**config.mk**
```make
export PLATFORM = sky130hd
export DESIGN_NAME = display_scan_ctrl
export DESIGN_NICKNAME = d
export VERILOG_FILES = /design/src/rtl/display_scan_ctrl_pkg.sv /design/src/rtl/display_scan_ctrl_display.sv /design/src/rtl/display_scan_ctrl.sv
export SDC_FILE = /design/constraint.sdc
export NUM_CORES = 1
export LEC_CHECK = 0
export CAP_MARGIN = 20
export CORE_MARGIN = 5
export CORE_UTILIZATION = 30
export CTS_BUF_LIST = sky130_fd_sc_hd__clkbuf_16
export DETAILED_ROUTE_END_ITERATION = 7
export GPL_TIMING_DRIVEN = 0
export HOLD_SLACK_MARGIN = 0.02
export PLACE_DENSITY = 0.46
export SLEW_MARGIN = 0
export SYNTH_ARGS = -nofsm -noshare
export SYNTH_HDL_FRONTEND = slang
export SYNTH_HIERARCHICAL = 1
export SYNTH_SLANG_ARGS = --single-unit
```
**constraint.sdc**
```tcl
create_clock -name clk -period 4.4 [get_ports clk]
set_input_delay 0.44 -clock clk [delete_from_list [all_inputs] [get_ports clk]]
set_output_delay 0.44 -clock clk [all_outputs]
set_load 0.1 [all_outputs]
```
**src/rtl/display_scan_ctrl_pkg.sv**
```systemverilog
// Shared constants and FSM state type for the 7-segment scan controller.
package display_scan_ctrl_pkg;
  localparam logic [4:0] CODE_BLANK = 5'h1F;
  localparam logic [4:0] CODE_DASH  = 5'h10;
  localparam logic [6:0] SEG_OFF    = 7'h7F;

  typedef enum logic {
    GUARD = 1'b0,
    DRIVE = 1'b1
  } state_t;
endpackage

```
**src/rtl/display_scan_ctrl_display.sv**
```systemverilog
// Combinational 5-bit code to active-low 7-segment decoder, S = {g,f,e,d,c,b,a}.
module display
  import display_scan_ctrl_pkg::*;
(
  input  logic [4:0] x,
  output logic [6:0] S
);
  always_comb begin
    S = SEG_OFF;
    case (x)
      5'h00: S = 7'h40;
      5'h01: S = 7'h79;
      5'h02: S = 7'h24;
      5'h03: S = 7'h30;
      5'h04: S = 7'h19;
      5'h05: S = 7'h12;
      5'h06: S = 7'h02;
      5'h07: S = 7'h78;
      5'h08: S = 7'h00;
      5'h09: S = 7'h10;
      5'h0A: S = 7'h08;
      5'h0B: S = 7'h03;
      5'h0C: S = 7'h46;
      5'h0D: S = 7'h21;
      5'h0E: S = 7'h06;
      5'h0F: S = 7'h0E;
      CODE_DASH: S = 7'h3F;
      default: S = SEG_OFF;
    endcase
  end
endmodule

```
**src/rtl/display_scan_ctrl.sv**
```systemverilog
// Time-multiplexed scan controller: guard/drive slots per digit, leading-zero
// blanking and per-digit blink, one shared decoder sampled at slot start.
module display_scan_ctrl
  import display_scan_ctrl_pkg::*;
#(
  parameter int NUM_DIGITS   = 4,
  parameter int REFRESH_DIV  = 50000,
  parameter int GUARD_CYC    = 500,
  parameter int BLINK_FRAMES = 64
) (
  input  logic                          clk,
  input  logic                          rst,
  input  logic                          wr_en,
  input  logic [$clog2(NUM_DIGITS)-1:0] wr_addr,
  input  logic [4:0]                    wr_code,
  input  logic                          blank_lz,
  input  logic [NUM_DIGITS-1:0]         blink_mask,
  output logic [6:0]                    seg,
  output logic [NUM_DIGITS-1:0]         an,
  output logic                          frame_done,
  output state_t                        state
);
  localparam int IW   = $clog2(NUM_DIGITS);
  localparam int MAXC = (REFRESH_DIV > GUARD_CYC) ? REFRESH_DIV : GUARD_CYC;
  localparam int CW   = $clog2(MAXC);
  localparam int FW   = (BLINK_FRAMES > 1) ? $clog2(BLINK_FRAMES) : 1;

  state_t          state_q, state_d;
  logic [CW-1:0]   cnt_q, cnt_d;
  logic [IW-1:0]   idx_q, idx_d;
  logic [4:0]      code_q [NUM_DIGITS];
  logic [FW-1:0]   fcnt_q;
  logic            phase_on;
  logic            slot_end;
  logic            lz_zero;
  logic [4:0]      eff_code;
  logic [6:0]      seg_dec;
  logic [NUM_DIGITS-1:0] an_drive;

  assign state = state_q;

  always_comb begin
    slot_end = (state_q == GUARD) ? (cnt_q == CW'(GUARD_CYC - 1))
                                  : (cnt_q == CW'(REFRESH_DIV - 1));
    state_d  = state_q;
    cnt_d    = cnt_q + 1'b1;
    idx_d    = idx_q;
    if (slot_end) begin
      cnt_d = '0;
      if (state_q == GUARD) begin
        state_d = DRIVE;
      end else begin
        state_d = GUARD;
        idx_d   = (idx_q == IW'(NUM_DIGITS - 1)) ? '0 : idx_q + 1'b1;
      end
    end
  end

  // A digit is a leading zero when it and every more significant digit are 0.
  always_comb begin
    lz_zero = 1'b1;
    for (int j = 0; j < NUM_DIGITS; j++) begin
      if ((IW'(j) >= idx_q) && (code_q[j] != 5'd0)) lz_zero = 1'b0;
    end
    eff_code = code_q[idx_q];
    if ((blank_lz && (idx_q != '0) && lz_zero) || (blink_mask[idx_q] && !phase_on))
      eff_code = CODE_BLANK;
    an_drive        = '1;
    an_drive[idx_q] = 1'b0;
  end

  display u_display (
    .x (eff_code),
    .S (seg_dec)
  );

  always_ff @(posedge clk or posedge rst) begin
    if (rst) begin
      state_q    <= GUARD;
      cnt_q      <= '0;
      idx_q      <= '0;
      seg        <= SEG_OFF;
      an         <= '1;
      frame_done <= 1'b0;
      fcnt_q     <= '0;
      phase_on   <= 1'b1;
    end else begin
      state_q    <= state_d;
      cnt_q      <= cnt_d;
      idx_q      <= idx_d;
      frame_done <= 1'b0;
      if (slot_end) begin
        if (state_q == GUARD) begin
          seg <= seg_dec;
          an  <= an_drive;
        end else begin
          seg <= SEG_OFF;
          an  <= '1;
          // Blink state advances with the frame so the next digit 0 sees it.
          if (idx_q == IW'(NUM_DIGITS - 1)) begin
            frame_done <= 1'b1;
            if (fcnt_q == FW'(BLINK_FRAMES - 1)) begin
              fcnt_q   <= '0;
              phase_on <= ~phase_on;
            end else begin
              fcnt_q <= fcnt_q + 1'b1;
            end
          end
        end
      end
    end
  end

  always_ff @(posedge clk or posedge rst) begin
    if (rst) begin
      for (int i = 0; i < NUM_DIGITS; i++) code_q[i] <= CODE_BLANK;
    end else if (wr_en && (int'(wr_addr) < NUM_DIGITS)) begin
      code_q[wr_addr] <= wr_code;
    end
  end
endmodule

```
==> summary.md <==
| Metric | Value |
|---|---|
| Status | `completed` |
| Compound-Gate Fraction of Synth Area | `0.101` |
| Synth Instances | `between 200 and 300` |
| Area leader, netlist | `dfstp_2` |
| Post-route cell area | `around 4000 um^2` |
| Setup crit end | `seg[1]` |
| Ys Warns | `6` |
| Final net count | `between 300 and 400` |
| #FFs+latches synth | `between 50 and 60` |
| Hold-fix buffers at CTS | `0` |
| Top-area cell type share of the netlist area | `0.263` |
| Reg2reg start | `idx_q[1]` |
| Cell Area, Placed | `3660 um^2` |
| # diodes | `0` |
| # placed instances | `between 400 and 500` |
| Post-synth EDFFs | `0` |
| Num CTS Buffers | `9` |
| Max Slew Vio Count | `0` |
| Initial antenna violation count | `0` |
| Type of the worst setup path | `reg -> reg` |
| CP Capture Type | `flip-flop` |
| Worst setup SP type | `flip-flop` |
| R2R setup slack | `between 0.6 and 0.7 ns` |
| P per Cell Area | `between 300 and 400 nW/um^2` |
| Die footprint | `12800 um^2` |
| Worst Path Required | `around 4.7 ns` |
| GRT overflow | `0` |
| Placer congestion estimate | `slightly below 0.8` |
| Combinational family with the most area after synthesis | `simple AND/OR/NAND/NOR gates` |
| Fill cells | `roughly 1000` |
| CP max stage cell | `or4b_2` |
| WP buf/inv | `3` |
| Mean Syn Cell Area | `approximately 12 um^2` |
| Clock buffer depth | `2` |
| Fraction of power spent switching nets | `0.226` |
| Post-CTS setup repair buffer count | `0` |
| Post-CTS sizing | `0` |
| Top_reg_cell synth | `dfstp_2` |
| Vias in the first global route | `2327` |
| Logic pwr share | `0.102` |
| Mux cell area share after synthesis | `0.136` |
| Area share of xor/xnor cells in the synthesized design | `0.0411` |
| Pre-antenna DRT Iters | `4` |
| Worst relative slew slack | `0.323` |
| Crit path depth | `13` |
| Reg area | `1490 um^2` |
| Reg2Reg Depth | `13` |
| Worst path cell trace | `clkbuf_1 > inv_1 > ha_1 > or4b_2 > nor4_1 > a32o_1 > or2_2 > inv_1 > ha_1 > nor2_1 > a21oi_1 > a211o_1 > o22a_1` |
| Clk pwr share | `0.486` |
| Post-DP HPWL | `5260 um` |
| Site Rows | `37` |
| Register area share after synthesis | `0.467` |
| TritonCTS clock tree | `yes` |
| Family with the most delay on the worst path | `simple AND/OR/NAND/NOR gates` |
| Worst reg2reg path endpoint | `seg[1]` |
| Ports | `28` |
| Minimum clock period | `3.71 ns` |
| Worst Skew | `0.00601 ns` |
| Area grow syn2layout | `24.1%` |
| Worst-path maximum fanout | `9` |
| Area of the multi-input gates | `around 1600 um^2` |
| IO Port Bufs | `27` |
| LEAKAGE | `1.59 nW` |
| Count of cell types in the netlist | `56` |
| RSZ-0062 raised after global routing | `false` |
| Mapped Nets | `300` |
| Least-Margin Pin Slew | `1.01 ns` |
| Global Route Usage Sum | `0.122` |
| Max Cap Violations | `0` |
| Largest net degree at the start of global routing | `39` |
| Residual DRC count | `0` |
| Final Cycle Share | `0.844` |
| First-pass GRT wire length | `12200 um` |
| Sum Neg Setup Slack | `0 ns` |
| Routed len/inst | `16.2 um` |
| Total power draw | `1.51 mW` |
| Initial Utilization | `0.308` |
| Final Non-Filler Cells | `451` |
| Max VDD drop | `~190 uV` |
| Post-Synth Simple-Gate Area | `0.168` |
| Clock transition at path regs | `~0.060 ns` |
| Die H | `around 110 um` |
| Final Hold Vio Count | `0` |
| Part of the power in registers | `0.412` |
| Synth async-reset ratio | `1.00` |
| Critical path startpoint | `idx_q[1]` |
| Layout cell share with drive strength beyond 1 | `0.314` |
| Final ANT Viol Nets | `0` |
| Synth top area cells | `dfstp_2, dfrtp_1, mux2_2, ha_1, mux4_2` |
| Clock sink count | `58` |
| Skew-Pair Late Insertion Delay | `roughly 0.33 ns` |
| H-tree Lvls | `3` |
| Detailed Route Iter0 Violations | `64` |
| Die Width | `roughly 110 um` |
| Vias per inst | `roughly 5.0` |
| Final WL | `between 7000 and 8000 um` |
| Net Sw Power | `0.341 mW` |
| Root buf cell | `clkbuf_16` |
| Hold Crit Class | `in -> async` |
| Max incr delay on CP | `around 0.67 ns` |
| Max Clk Rate | `around 0.27 GHz` |
| Core Region | `10400 um^2` |
| Pint | `1.17 mW` |
| Synth Area in Adders | `0.0548` |
| Mapped cell area | `around 3200 um^2` |
| Final setup viols | `0` |
| Crit path DAT | `slightly below 4 ns` |
| Vias | `~2300` |
kinds of logic (layout without fill, tap and decap cells):
| group | count (synthesis) | in the layout |
|---|---|---|
| adder cells (fa/ha/maj) | 14 | 14 |
| XOR/XNOR | 15 | 15 |
| AND/OR/NAND/NOR | 90 | 90 |
| AO/OA/AOI/OAI | 42 | 42 |
| flip-flops | 58 | 58 |
| multiplexers | 32 | 32 |
| buffers and inverters | 20 | 64 |
power groups by stage:
stage,logic (mW),registers [mW],clock network [mW]
6_report,0.153,0.622,0.734
5_1_grt,0.172,0.627,0.774
3_5_place_dp,0.156,0.631,0
4_1_cts,0.157,0.623,0.751
3_3_place_gp,0.151,0.629,0
2_1_floorplan,0.114,0.617,0
flip-flops by register name (all words and copies together), names as in the netlist:
register,flops
seg,7
frame_done,1
state,1
fcnt_q,6
code_q,20
phase_on,1
cnt_q,16
idx_q,2
an,4
cells in the final DEF, fill, tap and decap left out, types with 3 or more instances in the layout:
master / synthesis / routed
clkinv_1: 0 / 3
nor2b_1: 4 / 4
buf_2: 6 / 6
and2_1: 4 / 4
o21ai_0: 3 / 3
xnor2_1: 6 / 6
or4_1: 5 / 5
and3_1: 4 / 4
nand3_1: 10 / 10
dfrtp_1: 26 / 26
mux4_2: 6 / 6
nor2_1: 21 / 21
xor2_1: 9 / 9
mux2_2: 23 / 23
inv_1: 9 / 8
nor3_1: 3 / 3
clkbuf_16: 0 / 9
dfstp_2: 32 / 32
clkdlybuf4s50_1: 0 / 27
nand4_1: 8 / 8
or2_2: 5 / 5
nor4_1: 5 / 5
o22a_1: 7 / 7
a21oi_1: 8 / 8
a2bb2oi_1: 4 / 4
nand2_1: 5 / 5
ha_1: 14 / 14
worst reg2reg max path: stages (launching register included):
cell,delay (ns)
dfrtp_1,0.39
clkbuf_1,0.42
inv_1,0.16
ha_1,0.24
or4b_2,0.67
nor4_1,0.19
a32o_1,0.29
or2_2,0.22
inv_1,0.11
ha_1,0.30
nor2_1,0.15
a21oi_1,0.06
a211o_1,0.30
o22a_1,0.15
worst min-delay path by stage:
stage | depth (start not counted) | slack (ns) | start | end
2_1_floorplan | 1 | 0.43 | fcnt_q[4] | fcnt_q[4]
3_3_place_gp | 1 | 0.45 | fcnt_q[4] | fcnt_q[4]
3_5_place_dp | 1 | 0.45 | fcnt_q[4] | fcnt_q[4]
4_1_cts | 2 | 0.46 | rst | fcnt_q[0]
5_1_grt | 1 | 0.47 | fcnt_q[4] | fcnt_q[4]
6_report | 2 | 0.46 | rst | fcnt_q[0]
final cells by class:
type,instances,share of cell area
inverter,9,0.00852
sequential,58,0.376
multi-input combinational,193,0.403
clock buffer,9,0.0568
buffer,11,0.0180
timing repair buffer,28,0.0732
tap,136,0.0429
clock inverter,7,0.0211
per-layer routing:
layer	track usage	share of wire	routed length (um)	vias up
met5	0	0	0	-
met4	0.0529	0.014	105	0
met3	0.0278	0.037	273	8
met2	0.179	0.44	3220	33
met1	0.171	0.51	3690	1127
li1	-	-	-	1096
stage by stage:
| stage | utilization | setup WS, ns | hold WS [ns] |
|---|---|---|---|
| 5_1_grt | 0.382 | 0.244 | 0.469 |
| 4_1_cts | 0.382 | 0.626 | 0.460 |
| 2_1_floorplan | - | 1.17 | 0.435 |
| 6_report | 0.382 | 0.686 | 0.455 |
| 3_3_place_gp | 0.351 | 0.620 | 0.453 |
| 3_5_place_dp | 0.353 | 0.632 | 0.451 |
cells in the mapped netlist, drive strengths merged (7+ instances only):
cell / instances
buf: 10
a21oi: 8
mux2: 25
nand4: 8
o22a: 7
ha: 14
dfstp: 32
nor2: 21
inv: 9
nand3: 10
dfrtp: 26
xor2: 9
No activity file was read; power rests on OpenSTA's default activity.
